File: src/rtl/aes_pkg.sv
// Shared types and constants for the AES round scheduler: FSM state encoding,
// round-index width and the legal (N, Nr, Nk) key-size triples.
package aes_pkg;

    typedef enum logic [1:0] {
        S_IDLE  = 2'd0,
        S_ROUND = 2'd1,
        S_DONE  = 2'd2
    } sched_state_e;

    localparam int ROUND_IDX_W = 4;

    localparam int AES128_N = 128;
    localparam int AES128_NR = 10;
    localparam int AES128_NK = 4;
    localparam int AES192_N = 192;
    localparam int AES192_NR = 12;
    localparam int AES192_NK = 6;
    localparam int AES256_N = 256;
    localparam int AES256_NR = 14;
    localparam int AES256_NK = 8;

    function automatic bit aes_cfg_legal(input int n, input int nr, input int nk);
        return (n == AES128_N && nr == AES128_NR && nk == AES128_NK) ||
               (n == AES192_N && nr == AES192_NR && nk == AES192_NK) ||
               (n == AES256_N && nr == AES256_NR && nk == AES256_NK);
    endfunction

endpackage

File: src/rtl/aes_rr_arb2.sv
// Two-input round-robin arbiter. A tie goes to the requester not granted last;
// the last-grant pointer only moves on the accept strobe.
module aes_rr_arb2
    import aes_pkg::*;
(
    input  logic       clk,
    input  logic       rst,
    input  logic [1:0] req_i,
    input  logic       accept_i,
    output logic [1:0] gnt_o
);

    logic last_q;
    logic last_d;

    // NOTE: every signal written in always_comb gets a default first so no path leaves it unassigned (no latch).
    always_comb begin
        gnt_o = 2'b00;
        case (req_i)
            2'b01:   gnt_o = 2'b01;
            2'b10:   gnt_o = 2'b10;
            2'b11:   gnt_o = last_q ? 2'b01 : 2'b10;
            default: gnt_o = 2'b00;
        endcase
    end

    always_comb begin
        last_d = last_q;
        if (accept_i) begin
            last_d = gnt_o[1];
        end
    end

    // Pointer resets to 1 so requester 0 wins the first tie.
    // NOTE: sequential state uses non-blocking assignments so all flops update together at the edge.
    always_ff @(posedge clk or posedge rst) begin
        if (rst) begin
            last_q <= 1'b1;
        end else begin
            last_q <= last_d;
        end
    end

endmodule

File: src/rtl/aes_round_scheduler.sv
// Shares one external single-round AES unit between two requesters, stepping each
// block through Nr+1 rounds. Define AES_SCHED_STATS_EN to add the blk_count output.
module aes_round_scheduler
    import aes_pkg::*;
#(
    parameter int N  = AES128_N,
    parameter int Nr = AES128_NR,
    parameter int Nk = AES128_NK
) (
    input  logic                   clk,
    input  logic                   rst,
    input  logic                   req0_valid,
    output logic                   req0_ready,
    input  logic [127:0]           req0_data,
    input  logic                   req0_decrypt,
    input  logic                   req1_valid,
    output logic                   req1_ready,
    input  logic [127:0]           req1_data,
    input  logic                   req1_decrypt,
    output logic                   rsp_valid,
    input  logic                   rsp_ready,
    output logic                   rsp_id,
    output logic [127:0]           rsp_data,
    output logic [127:0]           rnd_state,
    output logic [ROUND_IDX_W-1:0] rnd_idx,
    output logic                   rnd_decrypt,
    output logic                   rnd_first,
    output logic                   rnd_last,
    input  logic [127:0]           rnd_result
`ifdef AES_SCHED_STATS_EN
    ,
    output logic [15:0]            blk_count
`endif
);

    localparam logic [ROUND_IDX_W-1:0] NR_IDX = ROUND_IDX_W'(Nr);

    if (!aes_cfg_legal(N, Nr, Nk)) begin : g_cfg_illegal
        $error("aes_round_scheduler: illegal (N, Nr, Nk) combination");
    end

    sched_state_e           fsm_q, fsm_d;
    logic [127:0]           state_q, state_d;
    logic [ROUND_IDX_W-1:0] step_q, step_d;
    logic                   dec_q, dec_d;
    logic                   id_q, id_d;
    logic [1:0]             gnt;
    logic                   in_idle;
    logic                   accept;

    aes_rr_arb2 u_arb (
        .clk      (clk),
        .rst      (rst),
        .req_i    ({req1_valid, req0_valid}),
        .accept_i (accept),
        .gnt_o    (gnt)
    );

    assign in_idle    = (fsm_q == S_IDLE);
    assign req0_ready = in_idle & gnt[0];
    assign req1_ready = in_idle & gnt[1];
    assign accept     = in_idle & (gnt != 2'b00);

    always_comb begin
        fsm_d   = fsm_q;
        state_d = state_q;
        step_d  = step_q;
        dec_d   = dec_q;
        id_d    = id_q;
        case (fsm_q)
            S_IDLE: begin
                if (accept) begin
                    state_d = gnt[1] ? req1_data : req0_data;
                    dec_d   = gnt[1] ? req1_decrypt : req0_decrypt;
                    id_d    = gnt[1];
                    step_d  = '0;
                    fsm_d   = S_ROUND;
                end
            end
            S_ROUND: begin
                state_d = rnd_result;
                step_d  = step_q + ROUND_IDX_W'(1);
                if (step_q == NR_IDX) begin
                    fsm_d = S_DONE;
                end
            end
            S_DONE: begin
                if (rsp_ready) begin
                    fsm_d = S_IDLE;
                end
            end
            default: fsm_d = S_IDLE;
        endcase
    end

    always_ff @(posedge clk or posedge rst) begin
        if (rst) begin
            fsm_q   <= S_IDLE;
            state_q <= '0;
            step_q  <= '0;
            dec_q   <= 1'b0;
            id_q    <= 1'b0;
        end else begin
            fsm_q   <= fsm_d;
            state_q <= state_d;
            step_q  <= step_d;
            dec_q   <= dec_d;
            id_q    <= id_d;
        end
    end

    // Decrypt walks the key schedule backwards; step never exceeds Nr in ROUND.
    always_comb begin
        rnd_state   = '0;
        rnd_idx     = '0;
        rnd_decrypt = 1'b0;
        rnd_first   = 1'b0;
        rnd_last    = 1'b0;
        if (fsm_q == S_ROUND) begin
            rnd_state   = state_q;
            rnd_idx     = dec_q ? (NR_IDX - step_q) : step_q;
            rnd_decrypt = dec_q;
            rnd_first   = (step_q == '0);
            rnd_last    = (step_q == NR_IDX);
        end
    end

    assign rsp_valid = (fsm_q == S_DONE);
    assign rsp_data  = rsp_valid ? state_q : '0;
    assign rsp_id    = rsp_valid & id_q;

`ifdef AES_SCHED_STATS_EN
    logic [15:0] blk_count_q;

    always_ff @(posedge clk or posedge rst) begin
        if (rst) begin
            blk_count_q <= '0;
        end else if (rsp_valid && rsp_ready) begin
            blk_count_q <= blk_count_q + 16'd1;
        end
    end

    assign blk_count = blk_count_q;
`endif

endmodule
File: config.mk
export PLATFORM = sky130hd
export DESIGN_NAME = aes_round_scheduler
export DESIGN_NICKNAME = d
export VERILOG_FILES = /design/src/rtl/aes_pkg.sv /design/src/rtl/aes_rr_arb2.sv /design/src/rtl/aes_round_scheduler.sv
export SDC_FILE = /design/constraint.sdc
export NUM_CORES = 1
export LEC_CHECK = 0
export BUFFER_PORTS_ARGS = -buffer_cell sky130_fd_sc_hd__buf_2
export CAP_MARGIN = 20
export CELL_PAD_IN_SITES_DETAIL_PLACEMENT = 0
export CELL_PAD_IN_SITES_GLOBAL_PLACEMENT = 1
export CORE_AREA = 2 2 253 255
export DETAILED_ROUTE_END_ITERATION = 8
export DIE_AREA = 0 0 255 257
export PLACE_DENSITY = 0.59
export REMOVE_ABC_BUFFERS = 1
export SLEW_MARGIN = 40
export SYNTH_ARGS = -nofsm -noshare
export SYNTH_HDL_FRONTEND = slang
export SYNTH_SLANG_ARGS = --single-unit
File: constraint.sdc
create_clock -name clk -period 4.6 [get_ports clk]
set_input_delay 0 -clock clk [delete_from_list [all_inputs] [get_ports clk]]
set_output_delay 0 -clock clk [all_outputs]
set_load 0.005 [all_outputs]
==> metrics.yaml, run 1 <==
cts:
  cts_buffers: 17
  clockRootBuffer: "clkbuf_16"
  clkLatencyLatePin_ps: 470
  cts_tree: "done"
  ctsLongestPathBuffers: 2
  cts_max_level: 4
  numClockSinks: 137
  clkTransAtPathRegs_ps: 60
place:
  dp_cells: 2610
  place.gp.congestion: 0.831
  placed_area_sq_um: 14300
  dp_slack_ps: 1790
  numPortBuffers: 657
  hpwl_mm: 35.7
grt:
  grt_pass1_wl_mm: 75.5
  antenna_found_initial: 5
  grt_usage_pct: 14.9
  grt_overflow: 0
  grt_pass1_vias: 13080
  grt_max_degree: 93
floorplanning:
  io_pins: 658
  dieHeight_microns: 257
  chipWidth_microns: 255
  rows: 92
  core_sq_um: 62700
  die_area_sq_um: 65500
  start_util_pct: 16.4
sta:
  timing.final.ws_setup_ps: 1280
  finalClockSkew_ps: 13.5
  min_period_ps: 3320
  relSlewSlack_pct: 50.2
  period_share_pct: 72.2
  max_freq_ghz: 0.301
  finalMaxSlewViolations: 0
  fin_tns_setup_ps: 0
  setup-violations-final: 0
  worst_slew_pin_slew_ps: 747
  hold_viol_final: 0
  grt_setup_unrepaired: "false"
setup_path:
  start_kind: "flip-flop"
  crit_top_cell: "buf_4"
  crit_type: "flip-flop to flip-flop"
  critPathRequiredTime_ps: 4950
  crit_path_max_incr_delay_ps: 670
  cp.arrival_ps: 3670
  worstPathMaxFanout: 66
  cp_cell_sequence: "nor3_4, buf_4, or2_4, buf_4, o31ai_1, dlygate4sd3_1"
  cp-end-kind: "flip-flop"
  cpMaxStageDelayCell: "or2_4"
status:
  status: "finished, final reports clean"
power:
  p_total_w: 0.00995
  p_per_area_nw_per_um2: 567
  leakage_nw: 7.98
  ir_drop_mv: 0.273
logic_synthesis:
  yosysTopAreaCell: "dfrtp_1"
  ys_top_cells_by_count: "and2_1, dfrtp_1, o21ai_0, o31ai_1, nor2b_1"
  ys_async_sr_fraction_pct: 100
  syn-cell-area_sq_um: 10300
  synth_most_common_cell: "and2_1"
  synth-edff-count: 0
  syn_avg_cell_area_sq_um: 8.37
  yosys-top-cells-area: "dfrtp_1, and2_1, a221oi_1"
  yosysTopAreaCellShare_pct: 33.0
  synth-seq-cells: 137
  synth-seq-area-share_pct: 33.3
  yosysUniqueCellTypes: 37
  ys.warnings.count: 0
  synthCells: 1230
  synth_flop_cell: "dfrtp_1"
layout:
  nNetsFinal: 2435
  area_delta_synth_final_pct: 70.4
  design_area_sq_um: 17600
  drive_above_1_share_pct: 34.9
  fin_cells: 2903
detailed_routing:
  drtAntennaViolNets: 0
  drcViolationCount: 0
  wire_per_inst_microns: 17.4
  vias_per_cell: 4.39
  drtPass1Iterations: 5
  via_count: 12753
  wl_mm: 50.6
  drt_iter0_drc: 858
min_path:
  hp-class: "primary input to flip-flop"
job:
  max_cap_viol_count: 0
[path summary, 6_finish.rpt]
kind / cells past startpoint / to / from / slack (ps)
worst min-delay path: 3 / state_q[84] / req0_data[84] / 40
worst max-delay path: 6 / state_q[108] / fsm_q[0] / 1280
worst max register to register: 6 / state_q[108] / fsm_q[0] / 1280
worst min register to register: 1 / id_q / id_q / 510
min in group asynchronous: 3 / fsm_q[1] / rst / 170
max in group asynchronous: 4 / state_q[56] / rst / 3270
[timing repair]
action                                 CTS  global route
gates resized for setup                  0             0
setup buffers                            0             0
endpoints found under the hold margin  211             0
hold buffers                           258             0
[layout by cell type (no fill, tap or decap), types with 3 or more instances in the layout]
cell type / count
dfrtp_1: 134
inv_1: 3
clkbuf_1: 3
nor3_1: 3
nor2b_1: 128
ha_1: 3
diode_2: 3
clkbuf_16: 17
nand2_1: 3
o21ai_0: 131
nor2_1: 5
o31ai_1: 131
buf_2: 656
dlygate4sd3_1: 258
bufinv_16: 4
buf_4: 15
a221oi_1: 128
and2_1: 387
buf_12: 6
[state kept, by name, summed over array words and instances (netlist names)]
register      count
id_q              1
dec_q             1
u_arb.last_q      1
state_q         128
step_q            4
fsm_q             2
[final cells by class]
| type | instances | area, sq um |
|---|---|---|
| clock inverters | 10 | 166 |
| well taps | 846 | 1060 |
| repair buffers | 936 | 6110 |
| fillers | 6825 | 45200 |
| flip-flops and latches | 137 | 3440 |
| clock buffers | 22 | 464 |
| diodes | 3 | 7.51 |
| inverters | 4 | 22.5 |
| multi-input cells | 945 | 6290 |
[through the flow]
step | util [%] | hold slack, ps
5_1_grt | 28.0 | 26.6
2_1_floorplan | - | 70.0
3_3_place_gp | 22.8 | 223
6_report | 28.0 | 43.8
3_5_place_dp | 22.8 | 140
4_1_cts | 28.0 | 2.25
[kinds of logic (layout without fill, tap and decap cells)]
| family | after synthesis | after routing | synth area share (%) |
|---|---|---|---|
| and+or+nand+nor | 537 | 537 | 32.4 |
| AOI/OAI and AO/OA | 401 | 401 | 27.6 |
| buffers and inverters | 148 | 972 | 5.96 |
| DFF | 137 | 137 | 33.3 |
| adders and majority gates | 3 | 3 | 0.364 |
| xor gates and xnor gates | 2 | 2 | 0.170 |
| muxes | 2 | 2 | 0.194 |
| other | 0 | 3 | 0 |
[where the power goes]
part	total [W]	switching [W]	internal, W
Combinational	0.00594	0.00268	0.00326
Clock	0.00154	0.000600	0.000937
Sequential	0.00247	0.000612	0.00186
[per-layer routing]
layer | track usage (%) | routed length [microns] | up-vias | part of all wire (%)
met5 | 0 | 11 | - | 0.022
met4 | 6.16 | 1530 | 2 | 3.0
met3 | 3.50 | 3110 | 68 | 6.2
met2 | 25.2 | 24700 | 545 | 49
met1 | 18.2 | 21200 | 6134 | 42
li1 | - | - | 6004 | -
[worst max-delay path: cells and delay by family (launching register included)]
kind,cells,cell delay (ps)
compound gates,1,160
simple gates,2,850
flops,1,510
buf+inv,3,1650
(Power assumes the default switching activity.)
==> run 2, diff against run 1 <==
Clock period 4.6 ns to 3.2 ns, I/O delays scaled along.
==> metrics.yaml, run 2 (synthesized netlist as in run 1, its figures left out) <==
job:
  max_cap_viol_count: 0  # unchanged
setup_path:
  start_kind: "flip-flop"
  rr_startpoint: "fsm_q[1]"
  cp.arrival_ps: 2930  # -740 ps
  rr_worst_depth: 6  # unchanged
  rrSetupSlack_ps: 680  # -600 ps
  crit_type: "flip-flop to flip-flop"
  worstPathMaxFanout: 41  # -38%
  cp-end-kind: "flip-flop"
  critPathRequiredTime_ps: 3610  # -1340 ps
  worstReg2RegEnd: "state_q[105]"
power:
  p_comb_share_pct: 60.6  # +0.9 points
  p_total_w: 0.0143  # +44%
  switching_share_pct: 39.4  # +0.21 points
  leakage_nw: 8.03  # +0.62%
  ir_drop_mv: 0.398  # +46%
  power.internal_w: 0.00868  # +43%
  seqPwrFrac_pct: 24.8  # about the same
  p_per_area_nw_per_um2: 812  # +43%
  pwr-share-clk_pct: 14.6  # -0.9 points
  switching_power_w: 0.00564  # +45%
floorplanning:
  core_sq_um: 62700  # unchanged
  chipWidth_microns: 255  # unchanged
  io_pins: 658  # unchanged
  die_area_sq_um: 65500  # unchanged
  dieHeight_microns: 257  # unchanged
  rows: 92  # unchanged
  start_util_pct: 16.4  # unchanged
detailed_routing:
  via_count: 12872  # +0.93%
  wire_per_inst_microns: 17.5  # +0.64%
  drt_iter0_drc: 778  # -9.3%
  drcViolationCount: 0  # unchanged
  vias_per_cell: 4.42  # +0.52%
  drtAntennaViolNets: 0  # unchanged
  drtPass1Iterations: 5  # unchanged
  wl_mm: 51.1  # +1.1%
sta:
  grt_setup_unrepaired: "false"
  relSlewSlack_pct: 44.8  # -5.4 points
  max_freq_ghz: 0.396  # +32%
  worst_slew_pin_slew_ps: 828  # +81.4 ps
  period_share_pct: 78.8  # +6.6 points
  setup-violations-final: 0  # unchanged
  hold_viol_final: 0  # unchanged
  finalMaxSlewViolations: 0  # unchanged
  min_period_ps: 2520  # -799 ps
  finalClockSkew_ps: 11.6  # -1.93 ps
  holdWs_ps: 40.0  # -3.79 ps
layout:
  fin_cells: 2915  # +0.41%
  final_util_pct: 28.1  # +0.15 points
  final_cell_mix: "buf_2, and2_1, dlygate4sd3_1, dfrtp_1"
  final_common_cell: "buf_2"
  nNetsFinal: 2447  # +0.49%
  largest_register_ffs: 128  # unchanged
  max_flop_register: "state_q"
  area_delta_synth_final_pct: 71.3
  fillers: 6876  # +0.75%
  drive_above_1_share_pct: 35.2  # +0.33 points
  reg.largest.list: "state_q: 128 flops, step_q: 4 flops, fsm_q: 2 flops"
min_path:
  hold_depth: 3  # unchanged
  whs_endpoint: "state_q[49]"
  hp-start: "req0_data[49]"
  hp-class: "primary input to flip-flop"
grt:
  antenna_found_initial: 6  # +1
  grt_usage_pct: 15.1  # +0.19 points
  grt_pass1_vias: 13109  # +0.22%
  grt_pass1_wl_mm: 76.9  # +1.9%
  grt_max_degree: 132  # +42%
  grt_overflow: 0  # unchanged
cts:
  cts_buffers: 17  # unchanged
  clkLatencyLatePin_ps: 470  # about the same
  cts_max_level: 4  # unchanged
  clockRootBuffer: "clkbuf_16"
  cts-resized-gates: 0  # unchanged
  cts_tree: "done"
  clkTransAtPathRegs_ps: 60  # about the same
  ctsLongestPathBuffers: 2  # unchanged
  numClockSinks: 137  # unchanged
status:
  status: "finished, final reports clean"
place:
  hpwl_mm: 35.5  # -0.47%
  dp_cells: 2620  # +0.38%
  place.gp.congestion: 0.819  # -1.4%
  numPortBuffers: 657  # unchanged
## run 2: what timing repair did
action,in CTS,in global routing
hold endpoints to repair,187,0
setup buffers,0,0
hold buffers,260,0
## run 2: stage by stage
| stage | cell area [sq um] | setup WS [ps] | TNS (ps) |
|---|---|---|---|
| detailed placement | 14400 | 1100 | 0 |
| global placement | 14400 | 1110 | 0 |
| global route | 17600 | 522 | 0 |
| floorplan | 9700 | -3710 | -1098620 |
| CTS | 17600 | 585 | 0 |
| finish | 17600 | 678 | 0 |
## run 2: critical path: stages, from the launching register on
cell and delay [ps]:
dfrtp_4 490, and2b_4 510, buf_12 260, buf_12 220, a221oi_1 70, o31ai_1 260
dlygate4sd3_1 580
## run 2: layout make-up
| class | instances | area [sq um] | area share, % |
|---|---|---|---|
| Tap cell | 846 | 1060 | 6.00 |
| Timing Repair Buffer | 948 | 6240 | 35.4 |
| Clock inverter | 10 | 118 | 0.667 |
| Multi-Input combinational cell | 945 | 6290 | 35.6 |
| Antenna cell | 3 | 7.51 | 0.0425 |
| Inverter | 4 | 20.0 | 0.113 |
| Sequential cell | 137 | 3440 | 19.5 |
| Clock buffer | 22 | 474 | 2.69 |
## run 2: metal layers
layer	track usage, %	wire length (microns)	vias to the layer above
met2	26.1	25200	535
met3	3.10	2950	84
met4	6.21	1570	4
met1	18.2	21300	6223
met5	0	30	-
li1	-	-	6026
## run 2: power groups by stage
stage	logic (W)	registers [W]	clock network, W
floorplan	0.00354	0.00320	0
global placement	0.00689	0.00353	0
detailed placement	0.00693	0.00356	0
CTS	0.00867	0.00354	0.00217
global route	0.00958	0.00367	0.00224
finish	0.00868	0.00355	0.00209
## run 2: worst max-delay path by stage
stage,from,endpoint
after floorplan,fsm_q[0],state_q[0]
after global placement,u_arb.last_q,state_q[1]
after detailed placement,u_arb.last_q,state_q[51]
after CTS,u_arb.last_q,state_q[40]
after global routing,fsm_q[0],state_q[105]
final,fsm_q[1],state_q[105]
==> run 3, diff against run 2 <==
Clock period 3.2 ns to 2.4 ns, I/O delays scaled along.
==> metrics.yaml, run 3 (synthesized netlist as in run 1, its figures left out) <==
status:
  status: "finished, final reports clean"
floorplanning:
  io_pins: 658  # unchanged
  dieHeight_microns: 257  # unchanged
  die_area_sq_um: 65500  # unchanged
  rows: 92  # unchanged
  chipWidth_microns: 255  # unchanged
  core_sq_um: 62700  # unchanged
  start_util_pct: 16.4  # unchanged
cts:
  cts_max_level: 4  # unchanged
  clkLatencyLatePin_ps: 480  # about the same
  ctsLongestPathBuffers: 2  # unchanged
  cts_tree: "done"
  cts_buffers: 17  # unchanged
  numClockSinks: 137  # unchanged
  clkTransAtPathRegs_ps: 70  # about the same
  clockRootBuffer: "clkbuf_16"
layout:
  nNetsFinal: 2451  # +0.16%
  largest_register_ffs: 128  # unchanged
  area_delta_synth_final_pct: 73.4
  final_cell_mix: "buf_2, and2_1, dlygate4sd3_1, dfrtp_1"
  max_flop_register: "state_q"
  reg.largest.list: "state_q: 128 flops, step_q: 4 flops, fsm_q: 2 flops"
  fin_cells: 2924  # +0.31%
  design_area_sq_um: 17900  # +1.2%
  final_common_cell: "buf_2"
  drive_above_1_share_pct: 35.4  # +0.13 points
sta:
  setup-violations-final: 0  # unchanged
  relSlewSlack_pct: 46.0  # +1.2 points
  grt_setup_unrepaired: "true"
  finalClockSkew_ps: 22.4  # +10.8 ps
  hold_viol_final: 0  # unchanged
  min_period_ps: 2360  # -159 ps
  max_freq_ghz: 0.423  # +6.7%
  period_share_pct: 98.5  # +20 points
  finalMaxSlewViolations: 0  # unchanged
  worst_slew_pin_slew_ps: 810  # -18.3 ps
place:
  hpwl_mm: 35.1  # -1.1%
  placed_area_sq_um: 14500  # +0.24%
  place.gp.congestion: 0.812  # -0.88%
  dp_cells: 2613  # -0.27%
  numPortBuffers: 657  # unchanged
power:
  p_per_area_nw_per_um2: 1070  # +32%
  leakage_nw: 8.10  # +0.96%
  ir_drop_mv: 0.613  # +54%
min_path:
  hold_depth: 4  # +1
  hp-class: "primary input to flip-flop"
grt:
  grt_pass1_vias: 13057  # -0.40%
  antenna_found_initial: 8  # +2
  grt_overflow: 0  # unchanged
  grt_max_degree: 132  # unchanged
  grt_pass1_wl_mm: 76.9  # about the same
  grt_usage_pct: 15.2  # +0.018 points
setup_path:
  cp-end-kind: "flip-flop"
  cp.arrival_ps: 2720  # -210 ps
  critPathRequiredTime_ps: 2750  # -860 ps
  crit_type: "flip-flop to flip-flop"
  start_kind: "flip-flop"
  worstPathMaxFanout: 66  # +61%
  rr_worst_depth: 5  # -1
detailed_routing:
  drtPass1Iterations: 5  # unchanged
  wire_per_inst_microns: 17.9  # +2.0%
  vias_per_cell: 4.41  # -0.21%
  wl_mm: 52.2  # +2.3%
  via_count: 12885  # +0.10%
  drcViolationCount: 0  # unchanged
  met1Wirelength_mm: 21.5  # +0.71%
  wl_met3_mm: 3.48  # +18%
  drt_iter0_drc: 758  # -2.6%
  routed.top_layer: "met5"
  dr_wl_met2_mm: 25.6  # +1.7%
  drtAntennaViolNets: 0  # unchanged
job:
  max_cap_viol_count: 0  # unchanged
-- run 3: changes by cell type in the layout (fill, tap and decap cells not counted), sizes merged --
cell	before	now
buf	688	684
diode	3	8
bufinv	2	1
dlygate4sd3	260	265
and2b	1	2
clkbuf	22	24
clkinv	6	7
-- run 3: routing by layer --
metal,track usage (%),up-vias
met5,0,-
met2,26.0,533
li1,-,6045
met3,3.44,86
met1,18.0,6219
met4,6.40,2
-- run 3: worst max-delay path, cell delays in order (launching register included) --
cell and delay, ps:
dfstp_2 600, nand2_4 200, buf_12 260, a221oi_1 390, o31ai_1 110, dlygate4sd3_1 570
-- run 3: path summary, 6_finish.rpt --
path,from,slack (ps),endpoint
worst max-delay path,u_arb.last_q,40,state_q[66]
max in group asynchronous,rst,1590,state_q[46]
worst max register to register,u_arb.last_q,40,state_q[66]
min in group asynchronous,rst,110,state_q[32]
worst min-delay path,req1_data[42],40,state_q[42]
worst min register to register,id_q,520,id_q
-- run 3: layout make-up --
type                            count  area, sq um
Multi-Input combinational cell    946         6330
Fill cell                        6828        44900
Clock inverter                     10         92.6
Inverter                            4         20.0
Antenna cell                        8         20.0
Tap cell                          846         1060
Sequential cell                   137         3440
Clock buffer                       22          484
Timing Repair Buffer              951         6420
-- run 3: repair_timing --
item,4_1_cts,5_1_grt
endpoints found under the hold margin,249,0
hold buffers,265,0
setup buffers,0,3
resized for setup,0,9
endpoints found under the setup margin,0,73
-- run 3: through the flow --
step	hold slack, ps	utilization, %	total power, W	worst slack [ps]	TNS, ps
after global routing	27.8	28.5	0.0207	-3.84	-3.84
after floorplan	70.0	-	0.00859	-4510	-1524490
after detailed placement	69.3	23.1	0.0139	461	0
after global placement	71.5	23.1	0.0138	413	0
final	39.4	28.5	0.0192	36.2	0
after CTS	8.85	28.2	0.0189	26.4	0
-- run 3: power breakdown --
| group | leakage (nW) | switching [W] | internal (W) |
|---|---|---|---|
| Combinational | 6.21 | 0.00531 | 0.00644 |
| Sequential | 1.60 | 0.00115 | 0.00356 |
| Clock | 0.286 | 0.00119 | 0.00153 |
